File: src/rtl/ahb_burst_master_seq_pkg.sv
// Shared AHB types and helpers for the burst sequencer and its address
// calculator; also usable by subordinate-side models.
package ahb_burst_master_seq_pkg;

  typedef enum logic [1:0] {
    IDLE   = 2'b00,
    BUSY   = 2'b01,
    NONSEQ = 2'b10,
    SEQ    = 2'b11
  } trans_e;

  typedef enum logic [2:0] {
    SINGLE = 3'd0,
    INCR   = 3'd1,
    WRAP4  = 3'd2,
    INCR4  = 3'd3,
    WRAP8  = 3'd4,
    INCR8  = 3'd5,
    WRAP16 = 3'd6,
    INCR16 = 3'd7
  } burst_e;

  typedef enum logic [2:0] {
    BYTE         = 3'd0,
    HALFWORD     = 3'd1,
    WORD         = 3'd2,
    DWORD        = 3'd3,
    LINE_4WORDS  = 3'd4,
    LINE_8WORDS  = 3'd5,
    LINE_16WORDS = 3'd6,
    LINE_32WORDS = 3'd7
  } size_e;

  typedef enum logic {
    OKAY  = 1'b0,
    ERROR = 1'b1
  } resp_e;

  localparam int BOUNDARY_1KB = 1024;

  // 0 means undefined-length INCR; the length then comes from the request.
  function automatic logic [4:0] burst_beats(burst_e b);
    case (b)
      SINGLE:        return 5'd1;
      WRAP4, INCR4:  return 5'd4;
      WRAP8, INCR8:  return 5'd8;
      WRAP16, INCR16: return 5'd16;
      default:       return 5'd0;
    endcase
  endfunction

  function automatic logic is_wrap(burst_e b);
    return (b == WRAP4) || (b == WRAP8) || (b == WRAP16);
  endfunction

endpackage

File: src/rtl/ahb_burst_addr_next.sv
// Combinational next-beat address for an AHB burst, with a flag for
// incrementing bursts whose next beat starts a new 1KB region.
module ahb_burst_addr_next
  import ahb_burst_master_seq_pkg::*;
#(
  parameter int ADDR_W = 32
) (
  input  logic [ADDR_W-1:0] addr,
  input  size_e             size,
  input  burst_e            burst,
  output logic [ADDR_W-1:0] next_addr,
  output logic              crosses_1kb
);

  logic [ADDR_W-1:0] step;
  logic [ADDR_W-1:0] incr;
  logic [ADDR_W-1:0] wmask;

  always_comb begin
    step  = ADDR_W'(1) << size;
    incr  = addr + step;
    // wrap window is beats*bytes; only meaningful for WRAPn
    wmask = (ADDR_W'(burst_beats(burst)) << size) - ADDR_W'(1);
    if (is_wrap(burst)) next_addr = (addr & ~wmask) | (incr & wmask);
    else                next_addr = incr;
    crosses_1kb = !is_wrap(burst) &&
                  ((next_addr & ADDR_W'(BOUNDARY_1KB - 1)) == '0);
  end

endmodule

File: src/rtl/ahb_burst_master_seq.sv
// AHB manager-side burst sequencer: one request per handshake, address
// phase of beat n+1 overlapped with the data phase of beat n.
module ahb_burst_master_seq
  import ahb_burst_master_seq_pkg::*;
#(
  parameter int ADDR_W = 32,
  parameter int DATA_W = 64,
  parameter int LEN_W  = 8
) (
  input  logic              HCLK,
  input  logic              HRESETn,
  input  logic              req_valid,
  output logic              req_ready,
  input  logic [ADDR_W-1:0] req_addr,
  input  logic [2:0]        req_burst,
  input  logic [2:0]        req_size,
  input  logic [LEN_W-1:0]  req_len,
  input  logic              HREADY,
  input  logic              HRESP,
  output logic [1:0]        HTRANS,
  output logic [ADDR_W-1:0] HADDR,
  output logic [2:0]        HBURST,
  output logic [2:0]        HSIZE,
  output logic              beat_ack,
  output logic              done,
  output logic              err
);

  localparam int CNT_W = (LEN_W > 5) ? LEN_W : 5;

  typedef enum logic [1:0] {ST_IDLE, ST_ADDR, ST_LAST, ST_ERR} state_e;

  state_e            state;
  logic [CNT_W-1:0]  cnt;        // address phases still to issue after the current one
  logic              data_pend;  // a data phase is outstanding on the bus
  logic [ADDR_W-1:0] nxt_addr;
  logic              nxt_cross;
  logic              size_ok;
  logic [CNT_W-1:0]  req_beats;
  logic [ADDR_W-1:0] req_aligned;
  logic [4:0]        fixed_beats;

  ahb_burst_addr_next #(.ADDR_W(ADDR_W)) u_addr_next (
    .addr        (HADDR),
    .size        (size_e'(HSIZE)),
    .burst       (burst_e'(HBURST)),
    .next_addr   (nxt_addr),
    .crosses_1kb (nxt_cross)
  );

  always_comb begin
    size_ok     = (32'd8 << req_size) <= 32'(DATA_W);
    req_aligned = req_addr & ~((ADDR_W'(1) << req_size) - ADDR_W'(1));
    fixed_beats = burst_beats(burst_e'(req_burst));
    if (fixed_beats != 5'd0)  req_beats = CNT_W'(fixed_beats);
    else if (req_len == '0)   req_beats = CNT_W'(1);
    else                      req_beats = CNT_W'(req_len);
  end

  always_ff @(posedge HCLK or negedge HRESETn) begin
    if (!HRESETn) begin
      state     <= ST_IDLE;
      HTRANS    <= IDLE;
      HADDR     <= '0;
      HBURST    <= SINGLE;
      HSIZE     <= BYTE;
      req_ready <= 1'b1;
      beat_ack  <= 1'b0;
      done      <= 1'b0;
      err       <= 1'b0;
      cnt       <= '0;
      data_pend <= 1'b0;
    end else begin
      beat_ack <= 1'b0;
      done     <= 1'b0;
      err      <= 1'b0;
      case (state)
        ST_IDLE: begin
          if (req_valid) begin
            if (!size_ok) begin
              err <= 1'b1;
            end else begin
              HTRANS    <= NONSEQ;
              HADDR     <= req_aligned;
              HBURST    <= req_burst;
              HSIZE     <= req_size;
              cnt       <= req_beats - 1'b1;
              data_pend <= 1'b0;
              req_ready <= 1'b0;
              state     <= ST_ADDR;
            end
          end
        end
        ST_ADDR: begin
          // first ERROR cycle: drop the pending address immediately
          if (data_pend && !HREADY && HRESP == ERROR) begin
            HTRANS    <= IDLE;
            data_pend <= 1'b0;
            state     <= ST_ERR;
          end else if (HREADY) begin
            beat_ack  <= data_pend && (HRESP == OKAY);
            data_pend <= 1'b1;
            if (cnt == '0) begin
              HTRANS <= IDLE;
              state  <= ST_LAST;
            end else begin
              cnt   <= cnt - 1'b1;
              HADDR <= nxt_addr;
              if (nxt_cross) begin
                HTRANS <= NONSEQ;
                HBURST <= INCR;
              end else begin
                HTRANS <= SEQ;
              end
            end
          end
        end
        ST_LAST: begin
          if (!HREADY && HRESP == ERROR) begin
            data_pend <= 1'b0;
            state     <= ST_ERR;
          end else if (HREADY) begin
            beat_ack  <= 1'b1;
            done      <= 1'b1;
            data_pend <= 1'b0;
            req_ready <= 1'b1;
            state     <= ST_IDLE;
          end
        end
        ST_ERR: begin
          if (HREADY) begin
            err       <= 1'b1;
            req_ready <= 1'b1;
            state     <= ST_IDLE;
          end
        end
        default: state <= ST_IDLE;
      endcase
    end
  end

endmodule

File: config.mk
export PLATFORM = sky130hd
export DESIGN_NAME = ahb_burst_master_seq
export DESIGN_NICKNAME = d
export VERILOG_FILES = /design/src/rtl/ahb_burst_master_seq_pkg.sv /design/src/rtl/ahb_burst_addr_next.sv /design/src/rtl/ahb_burst_master_seq.sv
export SDC_FILE = /design/constraint.sdc
export NUM_CORES = 1
export LEC_CHECK = 0
export CELL_PAD_IN_SITES_DETAIL_PLACEMENT = 0
export CELL_PAD_IN_SITES_GLOBAL_PLACEMENT = 1
export CORE_UTILIZATION = 40
export DETAILED_ROUTE_END_ITERATION = 8
export PLACE_DENSITY = 0.83
export RECOVER_POWER = 100
export SKIP_CTS_REPAIR_TIMING = 1
export SLEW_MARGIN = 30
export SYNTH_ARGS = -nofsm -noshare
export SYNTH_HDL_FRONTEND = slang
export SYNTH_SLANG_ARGS = --single-unit
File: constraint.sdc
create_clock -name HCLK -period 5.9 [get_ports HCLK]
set_input_delay 1.475 -clock HCLK [delete_from_list [all_inputs] [get_ports HCLK]]
set_output_delay 1.475 -clock HCLK [all_outputs]
set_load 0.01 [all_outputs]
==> results of run 1 <==
## worst max-delay path, cell delays in order
cell and delay, ns:
dlygate4sd3_1 0.63, inv_1 0.19, a21boi_0 0.29, a21oi_1 0.80, clkbuf_1 0.54, o21ai_0 0.17, buf_4 0.24, a31o_2 0.23
a22o_1 0.18
## stage by stage
stage / utilization [%] / hold slack (ns) / instances / area [sq um] / power, mW
after floorplan: - / 0.448 / 553 / 4610 / 2.03
after global placement: 50.5 / 0.468 / 759 / 5570 / 2.61
after detailed placement: 50.5 / 0.473 / 759 / 5570 / 2.64
after CTS: 52.0 / 0.491 / 767 / 5730 / 2.99
after global routing: 51.7 / 0.516 / 767 / 5700 / 3.16
final: 51.7 / 0.485 / 767 / 5700 / 2.91
## routing by layer
metal / up-vias / GRT usage, % / wire [um]
li1: 2245 / - / -
met1: 2261 / 34.1 / 6380
met2: 140 / 38.4 / 6610
met3: 10 / 2.85 / 697
met4: 0 / 5.43 / 128
met5: - / 0 / 0
## synth_stat cells (5+ instances only)
master / number
nand4_1: 11
nor3b_1: 6
nor2b_1: 5
a32oi_1: 8
and3_1: 13
o21ai_1: 8
nand3_1: 13
and2_1: 6
inv_1: 15
clkbuf_1: 23
a31oi_1: 11
o22ai_1: 8
o211ai_1: 7
o21ai_0: 42
nor2_1: 35
o31ai_1: 6
nor3_1: 14
xnor2_1: 12
or3_1: 5
a22oi_1: 7
o2bb2ai_1: 6
nand2_1: 57
dfrtp_1: 54
a21oi_1: 46
ha_1: 18
## logic make-up (layout without fill, tap and decap cells)
family | count (synthesis) | in the layout | share of synthesized area (%)
AOI/OAI and AO/OA | 200 | 200 | 30.1
xor gates and xnor gates | 16 | 16 | 3.04
and+or+nand+nor | 202 | 202 | 23.7
DFF | 55 | 55 | 29.9
muxes | 9 | 9 | 2.15
buffers and inverters | 52 | 126 | 5.84
adders and majority gates | 19 | 19 | 5.32
## worst max path at each step
stage,depth (start not counted),to,slack [ns],from
CTS,12,HTRANS[0],2.13,HSIZE[2]
global placement,8,flip-flop,1.92,HREADY
floorplan,13,HBURST[1],2.69,HSIZE[0]
finish,9,flip-flop,1.35,req_size[2]
global route,9,flip-flop,1.08,req_size[2]
detailed placement,8,flip-flop,1.86,HREADY
## power by group through the flow
stage / sequential, mW / clock (mW) / combinational, mW
finish: 0.835 / 0.340 / 1.74
detailed placement: 0.839 / 0 / 1.80
global placement: 0.833 / 0 / 1.78
CTS: 0.835 / 0.349 / 1.81
floorplan: 0.769 / 0 / 1.26
global route: 0.866 / 0.359 / 1.94
## layout make-up
class                      count  area share, %
tap                          140           3.07
clock buffer                   7           2.33
clock inverter                 1          0.527
sequential                    55           24.2
inverter                      17           1.12
timing repair buffer         101           17.2
multi-input combinational    446           51.6
## cells in the final DEF, fill, tap and decap left out, types with 5 or more instances in the layout
master,instances
ha_1,18
a32oi_1,8
nor2b_1,5
nand4_1,11
and3_1,13
o2bb2ai_1,6
or3_1,5
o22ai_1,8
inv_1,15
and2_1,6
dfrtp_1,54
nor2_1,35
nand3_1,13
clkbuf_16,5
clkdlybuf4s50_1,47
nor3_1,14
o211ai_1,7
a22oi_1,7
dlygate4sd3_1,46
a31oi_1,11
buf_4,5
nor3b_1,6
nand2_1,57
xnor2_1,12
o21ai_0,46
o31ai_1,6
a21oi_1,46
==> run metrics, run 1 <==
total negative slack 0 ns; Worst Setup Slack, final between 1 and 1.5 ns; Tmin final ~4.6 ns; Leak 2.28 nW; Max Clk Rate around 220 MHz; CTS max path bufs 2; Root Driver clkbuf_16; synthesized cell area between 4000 and 5000 sq um; Fill cells around 1100; Synth Warn # 0; Final ANT Viol Nets 0; share of cells above drive strength 1 between 6 and 7%; DRC violations left 0; starting density of the core 41.8%; post-synth top area share 29.3%; Worst slew margin -111%; WHS Path Cells 2; 1st-pass router iterations 5; gr usage total roughly a quarter; Worst R2R Start HSIZE[2]; r2r setup slk approximately 1.7 ns; pin count of the biggest net entering global routing between 50 and 60; Worst Setup Start Kind input port; post-DR wirelength/cell 18.0 um; crit path kind in2reg; reg2reg end HBURST[1]; Final Cycle Share around 77%; multi-input logic area a little under 3000 sq um; CTS buffer count 5; number of synthesized flops with an enable pin 0; Post-Synthesis Cells ~550; CTS tree built; clock share of power about an eighth; Antenna Cells 0; WP data arrival between 4 and 5 ns; ranking of synthesized cells by area dfrtp_1 29%, a21oi_1 5.0%, ha_1 4.9%, nand2_1 4.6%, o21ai_0 4.6%; die area approximately 12000 sq um; failing checks max-capacitance violations, max-slew violations; FFs w/ async S/R, synth 100%; PD cells 511 nW/um^2; min-delay src HTRANS[1]; die width 109 um; Area Overhead vs Synth 23.8%; Unique masters post-synth between 80 and 90; Synth area leader dfrtp_1; Synth Net Count 623; Ports 95; Worst-Skew Late Latency about 0.3 ns; PortBufs 94; initial antenna violation count 0; Hold Crit Class reg2reg; Gate power share 59.7%; vias per cell between 6 and 7; Reg power frac ~29%; maximum capacitance violations 1; first-pass GRT wire length between 20000 and 25000 um; Pint 1.51 mW; prevailing post-synth register cell dfrtp_1; Mapped Avg Cell Area around 8.3 sq um; RSZ-0062 raised after global routing false; Final Setup Violations 0; Worst-path clk slew ~0.08 ns; nets about 700; maximum vdd drop roughly 0.24 mV; Worst Max-Slew Pin Slew between 3 and 4 ns; CP Data Required Time 6.09 ns; Yosys reg bits 55; Core ar. about 11000 sq um; Hold Path End HTRANS[1]; H-Tree Depth 2; Final GP Congestion 0.888; status finished, violations left; crit-path max FO 19; Seq/Total Area, Yosys ~30%; dpl ws about 1.9 ns; Die Ht around 110 um; Sw Pwr roughly 1.4 mW; wirelength, routed approximately 14000 um; clk_skew roughly 0.013 ns; final hold vios 0; DP Wirelength roughly 10000 um; Sink Count 55; aggregate global routing overflow 0; final max-slew violation count 56; Iteration-0 DRC Markers about 300; routed vias between 4000 and 5000; Setup crit end kind flip-flop; # rows 38; reg2reg path depth 12; vias in the first global route 4338; Reg area about 1400 sq um; Switching Fraction between 40% and 50%
Note: power is estimated with default switching activity, not from simulation.
==> run 2, diff against run 1 <==
--- a/config.mk
+++ b/config.mk
@@ -7,9 +7,9 @@
 export LEC_CHECK = 0
 export CELL_PAD_IN_SITES_DETAIL_PLACEMENT = 0
 export CELL_PAD_IN_SITES_GLOBAL_PLACEMENT = 1
-export CORE_UTILIZATION = 40
+export CORE_UTILIZATION = 39
 export DETAILED_ROUTE_END_ITERATION = 8
-export PLACE_DENSITY = 0.83
+export PLACE_DENSITY = 0.81
 export RECOVER_POWER = 100
 export SKIP_CTS_REPAIR_TIMING = 1
 export SLEW_MARGIN = 30
==> constraint.sdc (replaced) <==
create_clock -name HCLK -period 4.3 [get_ports HCLK]
set_input_delay 1.075 -clock HCLK [delete_from_list [all_inputs] [get_ports HCLK]]
set_output_delay 1.075 -clock HCLK [all_outputs]
set_load 0.01 [all_outputs]
==> run 2 against run 1 <==
Against the previous run:
- the flow still finishes with violations (max-capacitance violations, max-slew violations)
- hold slack got worse by 0.0046 ns
- die area grew 2.5%
- non-clock buffer count increased by 5
- register-to-register slack worse by 1.4 ns
- flip-flop and latch count unchanged
- design area up 0.77%
- via count grew 1.6%
==> run metrics, run 2 (same netlist as run 1, synthesis figures left out) <==
routed vias 4729; status finished, violations left; Setup crit end kind flip-flop; pin count of the biggest net entering global routing 37; RSZ-0062 raised after global routing false; Fill cells 1090; maximum vdd drop approximately 0.37 mV; die width 111 um; Final GP Congestion 0.872; Final Cycle Share 93.1%; Area Overhead vs Synth 24.7%; share of cells above drive strength 1 under 10%; post-DR wirelength/cell ~18 um; # rows 39; Root Driver clkbuf_16; Sw Pwr just under 2 mW; most common cell after layout, fill and taps aside nand2_1; Final ANT Viol Nets 0; Die Ht about 110 um; 1st-pass router iterations 5; PortBufs 94; CTS tree built; clock share of power a little over a tenth; DRC violations left 0; post-route cell area 5750 sq um; Worst Max-Slew Pin Slew between 1.5 and 2 ns; clk_skew 0.00419 ns; CTS max path bufs 2; Ports between 90 and 100; CTS buffer count 5; leading cell types in the layout, fill and taps excluded 57 x nand2_1, 54 x dfrtp_1, 51 x clkdlybuf4s50_1; initial antenna violation count 0; CP Data Required Time roughly 4.5 ns; wirelength, routed about 14000 um; PD cells 700 nW/um^2; Tmin final 4.00 ns; total negative slack 0 ns; Pint around 2.1 mW; first-pass GRT wire length 23100 um; Final Setup Violations 0; Hold Crit Class reg2reg; starting density of the core 40.2%; DP Area about 5600 sq um; multi-input logic area about 3000 sq um; die area ~12000 sq um; aggregate global routing overflow 0; total power approximately 4 mW; Sink Count 55; crit-path max FO 4; final hold vios 0; WP data arrival 4.15 ns; Antenna Cells 0; Reg area roughly 1400 sq um; Max Clk Rate approximately 250 MHz; Worst slew margin -24.1%; Iteration-0 DRC Markers between 300 and 400; Gate power share between 60 and 70%; Reg power frac a little over a quarter; Worst Setup Start Kind flip-flop; Worst-path clk slew roughly 0.07 ns; final max-slew violation count 32; Switching Fraction between 40% and 50%; Core ar. 11500 sq um; H-Tree Depth 2; DP Wirelength approximately 11000 um; failing checks max-capacitance violations, max-slew violations; gr usage total 23.1%; crit path kind reg2reg; vias per cell 6.10; Leak 2.28 nW; nets between 700 and 800; Worst-Skew Late Latency ~0.29 ns; maximum capacitance violations 1; vias in the first global route 4470
run 2: cell types whose count changed in the layout (fill, tap and decap cells not counted), moves of 2 or more:
| cell | change |
|---|---|
| clkbuf_8 | +2 |
| buf_4 | +2 |
| clkdlybuf4s50_1 | +4 |
| clkbuf_2 | +2 |
| dlygate4sd3_1 | -4 |
run 2: path summary, 6_finish.rpt:
check	start	end	slack [ns]	depth (start not counted)
min in group asynchronous	HRESETn	async pin	1.28	1
worst max-delay path	HSIZE[2]	HTRANS[0]	0.30	12
worst min-delay path	HTRANS[1]	HTRANS[1]	0.48	2
worst max register to register	HSIZE[2]	HTRANS[0]	0.30	12
max in group asynchronous	HRESETn	cnt[4]	0.95	2
worst min register to register	HTRANS[1]	HTRANS[1]	0.48	2
run 2: critical path, cell delays in order, from the launching register on:
cell and delay, ns:
dfrtp_1 0.38, or3_1 0.42, inv_1 0.10, ha_1 0.18, inv_1 0.07, fa_1 0.41
nor2b_1 0.17, o2111ai_1 0.17, a21oi_1 0.38, a2bb2oi_1 0.45, nand3_4 0.12, a2111oi_0 0.92
o21ai_1 0.10
run 2: through the flow:
| step | hold slack (ns) | setup WS [ns] | instances | utilization [%] |
|---|---|---|---|---|
| 2_1_floorplan | 0.448 | 1.09 | 553 | - |
| 3_3_place_gp | 0.468 | 0.335 | 767 | 48.9 |
| 3_5_place_dp | 0.469 | 0.307 | 767 | 48.9 |
| 4_1_cts | 0.488 | 0.295 | 775 | 50.3 |
| 5_1_grt | 0.503 | 0.0136 | 775 | 50.1 |
| 6_report | 0.480 | 0.298 | 775 | 50.1 |
run 2: cell type report:
cell class	instances	share of cell area (%)
Clock buffer	8	2.72
Inverter	17	1.11
Tap cell	143	3.11
Timing Repair Buffer	106	17.6
Sequential cell	55	24.0
Multi-Input combinational cell	446	51.5
run 2: power groups by stage:
stage | sequential (mW) | combinational [mW] | clock (mW)
after floorplan | 1.06 | 1.73 | 0
after global placement | 1.08 | 2.54 | 0
after detailed placement | 1.09 | 2.57 | 0
after CTS | 1.08 | 2.59 | 0.448
after global routing | 1.12 | 2.77 | 0.464
final | 1.08 | 2.50 | 0.437
run 2: per-layer routing:
| layer | share of wire (%) | global-route usage [%] | wire length, um | vias to the layer above |
|---|---|---|---|---|
| li1 | - | - | - | 2258 |
| met1 | 46 | 32.3 | 6490 | 2325 |
| met2 | 49 | 38.8 | 7040 | 137 |
| met3 | 4.4 | 2.30 | 622 | 9 |
| met4 | 0.63 | 4.62 | 89 | 0 |
| met5 | 0 | 0 | 0 | - |
==> run 3, diff against run 2 <==
--- a/config.mk
+++ b/config.mk
@@ -7,8 +7,10 @@
 export LEC_CHECK = 0
 export CELL_PAD_IN_SITES_DETAIL_PLACEMENT = 0
 export CELL_PAD_IN_SITES_GLOBAL_PLACEMENT = 1
+export CORE_ASPECT_RATIO = 0.9
 export CORE_UTILIZATION = 39
 export DETAILED_ROUTE_END_ITERATION = 8
+export MAX_ROUTING_LAYER = met4
 export PLACE_DENSITY = 0.81
 export RECOVER_POWER = 100
 export SKIP_CTS_REPAIR_TIMING = 1
==> run 3 against run 2 <==
Against the previous run:
- the flow still finishes with violations (max-capacitance violations, max-slew violations)
- global-route usage up 1.5 points
- design area down 0.13%
- flip-flop and latch count unchanged
- clock-buffer cell count down 3
- cell count up 1.8%
- critical path type unchanged
- via count down 1.3%
- sequential share of layout area about the same
- combinational power about the same
==> run metrics, run 3 (same netlist as run 1, synthesis figures left out) <==
Area Overhead vs Synth 24.6%; DP Wirelength approximately 11000 um; CP Data Required Time 4.45 ns; Gate power share 62.5%; CTS tree built; PD cells between 600 and 700 nW/um^2; status finished, violations left; crit-path max FO 4; share of cells above drive strength 1 6.48%; die width between 100 and 150 um; starting density of the core roughly 40%; clock share of power about a tenth; failing checks max-capacitance violations, max-slew violations; DRC violations left 0; Final ANT Viol Nets 0; # rows 37; post-route cell area 5740 sq um; vias per cell about 5.9; pin count of the biggest net entering global routing 39; Sw Pwr 1.96 mW; clk_skew roughly 0.012 ns; H-Tree Depth 2; Global Route met2 Usage a little under two fifths; worst-path cell chain or3_1 > inv_1 > ha_1 > inv_1 > fa_1 > nor2b_1 > o2111ai_1 > a21oi_1 > a2bb2oi_1 > nand3_4 > a2111oi_1 > o21ai_1; RSZ-0062 raised after global routing false; crit path kind reg2reg; aggregate global routing overflow 0; GRT busiest layer met2; Sink Count 55; Worst-Skew Late Latency approximately 0.30 ns; vias in the first global route about 4400; CP delay by family, top compound AO/OA/AOI/OAI gates; dpl ws around 0.58 ns; total negative slack 0 ns; PortBufs 94; Tmin final about 3.8 ns; met3 GRT Util between 2 and 3%; routed vias about 4700; DP Area roughly 5600 sq um; Core ar. about 11000 sq um; post-DR wirelength/cell roughly 18 um; Leak roughly 2.3 nW; Max Clk Rate 264 MHz; initial antenna violation count 0; worst stage delay on the critical path about 0.7 ns; CTS max path bufs 2; Die Ht around 110 um; Pint 2.04 mW; Worst-path clk slew about 0.080 ns; Antenna Cells 0; gr usage total around 25%; 1st-pass router iterations 4; Worst Setup Slack, final 0.505 ns; Setup crit end kind flip-flop; total power about 4.0 mW; first-pass GRT wire length around 23000 um; die area between 10000 and 15000 sq um; Iteration-0 DRC Markers between 300 and 400; final hold vios 0; Crit path top cell by count inv_1; Worst Max-Slew Pin Slew approximately 2.2 ns; Final Cycle Share 88.3%; M1 GR Usage 35.2%; crit path max-delay cell type a2111oi_1; leading cell types in the layout, fill and taps excluded 57 x nand2_1, 54 x dfrtp_1, 51 x clkdlybuf4s50_1; maximum capacitance violations 1; Root Driver clkbuf_16; nets about 700; final max-slew violation count 39; WP data arrival between 3 and 4 ns; final core occ about half; WP buf/inv 2; CTS buffer count 5; Final Setup Violations 0; Worst Setup Start Kind flip-flop; Final GP Congestion approximately 0.9; maximum vdd drop 0.271 mV; wirelength, routed ~14000 um; Hold Crit Class reg2reg; Reg power frac ~27%; Ports 95; Switching Fraction 49.0%; Worst slew margin -45.3%; most common cell after layout, fill and taps aside nand2_1
## run 3: through the flow
step | hold slack [ns] | instances
after floorplan | 0.448 | 553
after global placement | 0.467 | 781
after detailed placement | 0.479 | 781
after CTS | 0.495 | 789
after global routing | 0.543 | 789
final | 0.503 | 789
## run 3: path summary, 6_finish.rpt
kind                           from  depth (start not counted)   endpoint  slack [ns]
min reg2reg                  cnt[7]                          1     cnt[7]        0.50
max in group asynchronous   HRESETn                          2  async pin        1.06
min in group asynchronous   HRESETn                          1  async pin        1.40
max                        HSIZE[2]                         12  HBURST[1]        0.51
min                          cnt[7]                          1     cnt[7]        0.50
max reg2reg                HSIZE[2]                         12  HBURST[1]        0.51
## run 3: power by group through the flow
| stage | Sequential [mW] | Combinational [mW] | Clock (mW) |
|---|---|---|---|
| after floorplan | 1.06 | 1.73 | 0 |
| after global placement | 1.08 | 2.56 | 0 |
| after detailed placement | 1.08 | 2.59 | 0 |
| after CTS | 1.07 | 2.60 | 0.435 |
| after global routing | 1.11 | 2.77 | 0.457 |
| final | 1.07 | 2.50 | 0.428 |
## run 3: layout make-up
| class | instances | area [sq um] |
|---|---|---|
| fillers | 1126 | 5740 |
| well taps | 156 | 195 |
| inverters | 17 | 63.8 |
| clock inverters | 3 | 23.8 |
| multi-input cells | 446 | 2940 |
| repair buffers | 107 | 1010 |
| clock buffers | 5 | 125 |
| flip-flops and latches | 55 | 1380 |
## run 3: per-layer routing
layer / vias to the layer above / share of wire [%]
li1: 2253 / -
met1: 2260 / 47
met2: 142 / 46
met3: 11 / 5.9
met4: 0 / 0.87
met5: - / 0
